### config.mk
export PLATFORM = sky130hd
export DESIGN_NAME = steer_quad_encoder_flat
export DESIGN_NICKNAME = d
export VERILOG_FILES = /design/src/rtl/steer_quad_encoder_if.sv /design/src/rtl/steer_quad_encoder.sv /design/src/flat_wrapper.sv
export SDC_FILE = /design/constraint.sdc
export NUM_CORES = 1
export LEC_CHECK = 0
export CORE_UTILIZATION = 56
export DETAILED_ROUTE_END_ITERATION = 12
export GPL_ROUTABILITY_DRIVEN = 0
export PLACE_DENSITY = 0.76
export SYNTH_ARGS = -nofsm -noshare
export SYNTH_HDL_FRONTEND = slang
export SYNTH_SLANG_ARGS = --single-unit
### constraint.sdc
create_clock -name CLK -period 3.74 [get_ports CLK]
set_clock_uncertainty 0.15 [all_clocks]
set_input_delay 0.561 -clock CLK [delete_from_list [all_inputs] [get_ports CLK]]
set_output_delay 0.561 -clock CLK [all_outputs]
set_load 0.01 [all_outputs]
### src/rtl/steer_quad_encoder_if.sv
// Steering bus between the joystick mux and the quadrature encoder.
// master : drives clkdiv, mode, left, right, axis; observes steer, moving.
// slave  : the encoder side; consumes the requests, produces steer/moving.
interface steer_quad_encoder_if #(
    parameter int unsigned NCH   = 2,
    parameter int unsigned DIV_W = 16
);
    logic [DIV_W-1:0] clkdiv;
    logic [NCH-1:0]   mode;
    logic [NCH-1:0]   left;
    logic [NCH-1:0]   right;
    logic [8*NCH-1:0] axis;
    logic [2*NCH-1:0] steer;
    logic [NCH-1:0]   moving;

    modport master (output clkdiv, mode, left, right, axis, input steer, moving);
    modport slave  (input clkdiv, mode, left, right, axis, output steer, moving);
endinterface

### src/rtl/steer_quad_encoder.sv
// Multi-channel joystick/axis to Gray-coded quadrature steering converter.
// Ports:
//   CLK      : block clock (core pixel-rate clock)
//   Reset_n  : asynchronous active-low reset
//   bus      : slave side of steer_quad_encoder_if
//              clkdiv (shared base step period), mode/left/right/axis per channel in,
//              steer {A,B} per channel and moving per channel out.
module steer_quad_encoder #(
    parameter int unsigned NCH        = 2,
    parameter int unsigned DIV_W      = 16,
    parameter int unsigned RAMP_MAX   = 3,
    parameter int unsigned RAMP_STEPS = 8,
    parameter int unsigned DEADZONE   = 16,
    parameter int unsigned ACCEL_EN   = 1
) (
    input  logic                  CLK,
    input  logic                  Reset_n,
    steer_quad_encoder_if.slave   bus
);
    localparam int unsigned RL_W = 2;
    localparam int unsigned SC_W = $clog2(RAMP_STEPS + 1);

    localparam logic [1:0] DIR_Z = 2'b00;
    localparam logic [1:0] DIR_P = 2'b01;
    localparam logic [1:0] DIR_N = 2'b11;

    typedef enum logic {S_IDLE, S_RUN} state_t;

    // Next Gray phase: forward 00->01->11->10->00, reverse the opposite way.
    function automatic logic [1:0] step_ph(input logic [1:0] ph, input logic fwd);
        logic [1:0] nx;
        case (ph)
            2'b00:   nx = fwd ? 2'b01 : 2'b10;
            2'b01:   nx = fwd ? 2'b11 : 2'b00;
            2'b11:   nx = fwd ? 2'b10 : 2'b01;
            default: nx = fwd ? 2'b00 : 2'b11;
        endcase
        return nx;
    endfunction

    // Shifted period, never below one cycle.
    function automatic logic [DIV_W-1:0] period_f(input logic [DIV_W-1:0] b, input logic [1:0] sh);
        logic [DIV_W-1:0] v;
        v = b >> sh;
        return (v == '0) ? DIV_W'(1) : v;
    endfunction

    logic [DIV_W-1:0] base_c;
    assign base_c = (bus.clkdiv == '0) ? DIV_W'(1) : bus.clkdiv;

    for (genvar i = 0; i < NCH; i++) begin : g_ch
        logic signed [7:0] ax_c;
        logic [1:0]        dir_c;
        logic [1:0]        ash_c;

        logic [1:0]        dir_q;
        logic              mode_q;
        logic [1:0]        ash_q;
        logic              moving_q;

        state_t            state_q;
        logic [DIV_W-1:0]  cnt_q;
        logic [1:0]        phase_q;
        logic [RL_W-1:0]   ramp_q;
        logic [SC_W-1:0]   sc_q;
        logic [1:0]        cur_dir_q;
        logic              cur_mode_q;

        logic              wrap_c;
        logic [RL_W-1:0]   ramp_nx_c;
        logic [DIV_W-1:0]  p_step_c;
        logic [DIV_W-1:0]  p_zero_c;

        // Decode direction and analog rate shift (|axis| bits [6:5], -128 saturated).
        always_comb begin
            ax_c  = bus.axis[8*i +: 8];
            dir_c = DIR_Z;
            ash_c = (ax_c == 8'sh80) ? 2'b11 :
                    ax_c[7]          ? 2'((8'(-ax_c)) >> 5) : ax_c[6:5];
            if (bus.mode[i]) begin
                if (int'(ax_c) > int'(DEADZONE))       dir_c = DIR_P;
                else if (int'(ax_c) < -int'(DEADZONE)) dir_c = DIR_N;
            end else if (bus.right[i] && !bus.left[i]) begin
                dir_c = DIR_P;
            end else if (bus.left[i] && !bus.right[i]) begin
                dir_c = DIR_N;
            end
        end

        // Input stage: one cycle of latency for every decision.
        always_ff @(posedge CLK or negedge Reset_n) begin
            if (!Reset_n) begin
                dir_q    <= DIR_Z;
                mode_q   <= 1'b0;
                ash_q    <= 2'b00;
                moving_q <= 1'b0;
            end else begin
                dir_q    <= dir_c;
                mode_q   <= bus.mode[i];
                ash_q    <= ash_c;
                moving_q <= (dir_c != DIR_Z);
            end
        end

        // Ramp level that applies after the current step (reload uses the new level).
        always_comb begin
            wrap_c    = (sc_q == SC_W'(RAMP_STEPS - 1));
            ramp_nx_c = ramp_q;
            if ((ACCEL_EN != 0) && !mode_q && wrap_c && (ramp_q < RL_W'(RAMP_MAX)))
                ramp_nx_c = ramp_q + RL_W'(1);
            p_step_c = period_f(base_c, mode_q ? ash_q : ramp_nx_c);
            p_zero_c = period_f(base_c, mode_q ? ash_q : 2'b00);
        end

        // Rate FSM. The input-register cycle counts as the first period cycle,
        // so leaving IDLE loads P-2 (or steps at once when P is 1).
        always_ff @(posedge CLK or negedge Reset_n) begin
            if (!Reset_n) begin
                state_q    <= S_IDLE;
                cnt_q      <= '0;
                phase_q    <= 2'b00;
                ramp_q     <= '0;
                sc_q       <= '0;
                cur_dir_q  <= DIR_Z;
                cur_mode_q <= 1'b0;
            end else begin
                case (state_q)
                    S_IDLE: begin
                        cnt_q  <= '0;
                        ramp_q <= '0;
                        sc_q   <= '0;
                        if (dir_q != DIR_Z) begin
                            state_q    <= S_RUN;
                            cur_dir_q  <= dir_q;
                            cur_mode_q <= mode_q;
                            if (p_zero_c == DIV_W'(1))
                                phase_q <= step_ph(phase_q, dir_q == DIR_P);
                            else
                                cnt_q <= p_zero_c - DIV_W'(2);
                        end
                    end
                    default: begin
                        if (dir_q == DIR_Z) begin
                            state_q <= S_IDLE;
                            cnt_q   <= '0;
                            ramp_q  <= '0;
                            sc_q    <= '0;
                        end else if ((dir_q != cur_dir_q) || (mode_q != cur_mode_q)) begin
                            // Reversal or mode change: restart the period, no step.
                            cur_dir_q  <= dir_q;
                            cur_mode_q <= mode_q;
                            cnt_q      <= p_zero_c - DIV_W'(1);
                            ramp_q     <= '0;
                            sc_q       <= '0;
                        end else if (cnt_q != '0) begin
                            cnt_q <= cnt_q - DIV_W'(1);
                        end else begin
                            phase_q <= step_ph(phase_q, dir_q == DIR_P);
                            cnt_q   <= p_step_c - DIV_W'(1);
                            if ((ACCEL_EN != 0) && !mode_q) begin
                                if (wrap_c) begin
                                    sc_q   <= '0;
                                    ramp_q <= ramp_nx_c;
                                end else begin
                                    sc_q <= sc_q + SC_W'(1);
                                end
                            end
                        end
                    end
                endcase
            end
        end

        assign bus.steer[2*i +: 2] = phase_q;
        assign bus.moving[i]       = moving_q;
    end
endmodule

### src/flat_wrapper.sv
// flat-port wrapper written by rule: the top's interface ports become plain ports
module steer_quad_encoder_flat 
#(
    parameter int unsigned NCH        = 2,
    parameter int unsigned DIV_W      = 16,
    parameter int unsigned RAMP_MAX   = 3,
    parameter int unsigned RAMP_STEPS = 8,
    parameter int unsigned DEADZONE   = 16,
    parameter int unsigned ACCEL_EN   = 1
)
  (CLK, Reset_n, bus_clkdiv, bus_mode, bus_left, bus_right, bus_axis, bus_steer, bus_moving);
  steer_quad_encoder_if #(.NCH(NCH), .DIV_W(DIV_W)) bus_i ();
  input  logic CLK;
  input  logic Reset_n;
  input wire logic [$bits(bus_i.clkdiv)-1:0] bus_clkdiv;
  input wire logic [$bits(bus_i.mode)-1:0] bus_mode;
  input wire logic [$bits(bus_i.left)-1:0] bus_left;
  input wire logic [$bits(bus_i.right)-1:0] bus_right;
  input wire logic [$bits(bus_i.axis)-1:0] bus_axis;
  output wire logic [$bits(bus_i.steer)-1:0] bus_steer;
  output wire logic [$bits(bus_i.moving)-1:0] bus_moving;
  assign bus_i.clkdiv = bus_clkdiv;
  assign bus_i.mode = bus_mode;
  assign bus_i.left = bus_left;
  assign bus_i.right = bus_right;
  assign bus_i.axis = bus_axis;
  assign bus_steer = bus_i.steer;
  assign bus_moving = bus_i.moving;
  steer_quad_encoder #(.NCH(NCH), .DIV_W(DIV_W), .RAMP_MAX(RAMP_MAX), .RAMP_STEPS(RAMP_STEPS), .DEADZONE(DEADZONE), .ACCEL_EN(ACCEL_EN)) u_core (.CLK(CLK), .Reset_n(Reset_n), .bus(bus_i));
endmodule
==> results of run 1 <==
## layout make-up
class	instances	area share
timing repair buffer	236	0.183
clock buffer	12	0.0242
multi-input combinational	864	0.595
clock inverter	4	0.00449
sequential	68	0.161
tap	184	0.0217
inverter	29	0.0103
## per-stage QoR
stage	instance area [sq um]	util	power, mW
detailed placement	9930	0.686	2.50
global route	10600	0.731	3.74
finish	10600	0.731	3.59
CTS	10300	0.710	3.43
global placement	9930	0.686	2.47
floorplan	8320	-	1.94
## cell families after synthesis
logic type               count (synthesis)
flip-flops                              68
AND/OR/NAND/NOR                        415
multiplexers                            67
AO/OA/AOI/OAI                          311
adder cells (fa/ha/maj)                 16
buffers and inverters                  106
XOR/XNOR                                54
## routing by layer
layer / track usage / up-vias / part of all wire / wire length, um
met4: 0.132 / 0 / 0.031 / 886
met3: 0.0798 / 94 / 0.12 / 3440
li1: - / 4286 / - / -
met2: 0.554 / 692 / 0.45 / 12700
met1: 0.515 / 4462 / 0.40 / 11400
met5: 0 / - / 0 / 0
## synth_stat cells, types with 8 or more instances
master	count	area share
o221ai_1	10	0.011
a22oi_1	10	0.0091
mux2i_1	35	0.042
or3_1	8	0.0061
mux4_2	16	0.044
buf_2	18	0.011
inv_1	29	0.013
dfrtp_1	68	0.21
nand2_1	89	0.040
o211ai_1	19	0.017
nor3_1	25	0.015
a211oi_1	15	0.014
ha_1	16	0.024
a21oi_1	53	0.032
nand4_1	8	0.0061
xnor2_1	36	0.038
and3_1	21	0.016
nor2b_1	16	0.012
mux2_2	10	0.014
and3b_1	12	0.013
and2_1	12	0.0091
nor3b_1	17	0.015
o21ai_1	8	0.0048
nor4_1	16	0.012
clkbuf_1	44	0.020
nand3_1	46	0.028
xor2_1	18	0.019
a21o_1	11	0.010
nor2_1	84	0.038
o22ai_1	15	0.011
nand2b_1	12	0.0091
a31oi_1	16	0.012
a221oi_1	8	0.0085
o21ai_0	61	0.037
## report_power, final
| part | leakage [nW] | switching, mW | internal (mW) | total (mW) |
|---|---|---|---|---|
| Combinational | 3.29 | 0.958 | 0.765 | 1.72 |
| Clock | 0.149 | 0.370 | 0.551 | 0.921 |
| Sequential | 0.852 | 0.107 | 0.841 | 0.948 |
| Total | 4.29 | 1.44 | 2.16 | 3.59 |
## sequential cells by signal, summed over array words and instances (netlist names)
name / cells
u_core.g_ch.cur_dir_q: 4
u_core.g_ch.phase_q: 4
u_core.g_ch.ash_q: 4
u_core.g_ch.dir_q: 4
u_core.g_ch.mode_q: 2
u_core.g_ch.cnt_q: 32
u_core.g_ch.moving_q: 2
u_core.g_ch.sc_q: 8
u_core.g_ch.state_q: 2
u_core.g_ch.ramp_q: 4
u_core.g_ch.cur_mode_q: 2
## cells in the final DEF, fill, tap and decap left out, types with 11 or more instances in the layout
master           instances
nor2_1                  81
nand2b_1                11
and2_1                  12
mux2i_1                 33
xnor2_1                 36
o22ai_1                 15
nor2b_1                 16
o211ai_1                19
nor3b_1                 16
a21o_1                  11
mux4_2                  16
nand3_1                 45
nand2_1                 88
buf_4                  186
and3b_1                 12
a211oi_1                13
inv_1                   28
o21ai_0                 56
a31oi_1                 16
xor2_1                  18
ha_1                    12
o21ai_1                 11
nor3_1                  22
a21oi_1                 52
nor4_1                  15
dfrtp_1                 66
and3_1                  20
clkdlybuf4s50_1         43
## how the worst min path moves through the flow
stage / start / cells past startpoint / to / slack [ns]
floorplan: Reset_n / 0 / u_core.g_ch[0].ash_q[0] / 0.12
global placement: u_core.g_ch[1].cur_dir_q[0] / 1 / u_core.g_ch[1].cur_dir_q[0] / 0.33
detailed placement: u_core.g_ch[1].cur_dir_q[0] / 1 / u_core.g_ch[1].cur_dir_q[0] / 0.34
CTS: Reset_n / 1 / u_core.g_ch[0].sc_q[1] / 0.22
global route: Reset_n / 1 / u_core.g_ch[0].sc_q[1] / 0.28
finish: Reset_n / 1 / u_core.g_ch[0].sc_q[0] / 0.18
## repair_timing
action / in CTS / in global routing
gates resized for setup: 7 / 44
setup endpoints to repair: 7 / 22
hold endpoints to repair: 0 / 0
gates cloned: 0 / 1
pin swaps: 3 / 30
setup buffers: 3 / 15
==> key figures, run 1 <==
Floorplan
  – Core Area: 14500 sq um
  – Die height: 124 um
  – Initial Utilization: 0.571
  – Die Wd: 124 um
  – Num ports: 46
  – Std cell rows: 44
  – Die area: 15300 sq um

Layout
  – Sequential Area: 1700 sq um
  – Area Overhead vs Synth: 28.1%
  – Inserted Diodes: 0
  – Final nets: 1264
  – Layout cells sized above 1: 0.266
  – Filler cells: 1076
  – Finished Layout Cells: 1397
  – Multi-input logic area: 6300 sq um

STA
  – RSZ-0062 raised after global routing: yes
  – Hold Vio Cnt, Final: 0
  – Final WS setup: -0.167 ns
  – Fin. max-slew vios: 0
  – Post-route clock period utilization: 1.04
  – Measured slew at the worst slew-check pin: 0.889 ns
  – Endpoints failing setup: 6
  – Crit path time final: 3.91 ns
  – Worst slew margin: 0.407
  – Fmax: 0.256 GHz
  – Fin Hold WS: 0.182 ns
  – Setup TNS: -0.581 ns

Clock tree
  – Clock transition at path regs: 0.06 ns
  – Number of buffers created by CTS: 9
  – TritonCTS clock tree: yes
  – H-tree lvl count: 3
  – Worst skew pair latency: 0.36 ns
  – Clock Tree Root: clkbuf_16
  – CTS sink cnt: 68
  – Clock Tree Buf Depth: 2
  – Hold_buf cts: 0

Power
  – Pwr/cell area: 339 nW/um^2
  – Worst vdd rail ir drop: 236 uV
  – Cell leakage power: 4.29 nW

Synthesis
  – Mux contribution to synthesized area: 0.110
  – Fraction of synthesized cell area in xor and xnor cells: 0.0572
  – Synthesized Nets: 1093
  – Mapped Cells: 1037
  – Complex-gate fraction of the synthesized area: 0.270
  – Synth Register Bits: 68
  – Asr flop ratio synth: 1.00
  – Number of synthesized flops with an enable pin: 0
  – Count of cell types in the netlist: 102
  – Mapped Area: 8270 sq um
  – Largest family of logic cells by synthesized area: simple AND/OR/NAND/NOR gates
  – Post-synthesis simple-gate area fraction: 0.273
  – Main synth FF type: dfrtp_1
  – Synth Area in Adders: 0.0242
  – Sequential fraction of the synthesis area: 0.206
  – Avg Inst Size Synth: 7.97 sq um
  – Synth warn: 0

Routing
  – Initial DRC count: 1278
  – DRT antenna net count: 0
  – Remaining DRCs: 0
  – Routed length per placed instance: 20.3 um
  – Vias: 9534
  – Final wirelength: 28300 um
  – Via density: 6.82
  – Number of iterations in the first detailed-routing pass: 6

Global routing
  – First-pass GRT wire length: 43200 um
  – Largest net degree at the start of global routing: 69
  – Initial antenna violation count: 0
  – Gr ovfl total: 0
  – Overall global routing resource usage: 0.368
  – Number of global-route vias before repair: 8495

Setup path
  – R2R Path Start: u_core.g_ch[1].ramp_q[1]
  – Worst path slowest cell: dfrtp_1
  – Worst Path Buf+Inv: 2
  – CP Max Fanout: 7
  – Crit path cell chain: ha_2, and4bb_4, buf_12, mux2i_4, and3_1, a2111oi_2, a22oi_1, o21ai_1, or2_4, inv_2, ha_4, nand2b_4, a2111oi_4, nand2_2, nor3_2, mux2i_1, a2bb2oi_1
  – Worst Path Arrival: 4.05 ns
  – Critical path launch point type: register
  – Reg2Reg Depth: 17
  – Worst r2r dst: u_core.g_ch[1].cnt_q[12]
  – Crit path from: u_core.g_ch[1].ramp_q[1]
  – Worst path depth: 17
  – CP Capture Type: register
  – CP peak stage delay: 0.38 ns
  – R2R setup slack: -0.17 ns
  – Required @ worst endpoint: 3.88 ns
  – Setup CP Type: register to register
  – Crit path max-delay family: simple AND/OR/NAND/NOR gates
  – Worst setup endpoint: u_core.g_ch[1].cnt_q[12]

Placement
  – Post-DP HPWL: 20100 um
  – IO Port Bufs: 45
  – Pre-CTS setup slack: -0.210 ns
  – Placed Cells: 1362

Status
  – Failing checks: negative setup slack
  – Run status: complete, but fails checks

Hold path
  – Worst min path class: primary input to async pin

Flow run
  – Max-cap violations: 0
Power figures use the tool's default switching activity.
==> inputs of run 2 (changes only) <==
Settings changed: HOLD_SLACK_MARGIN from default to 0.05.
==> results of run 2 <==
The final DEF is identical to that of run 1; final timing and power are the same.
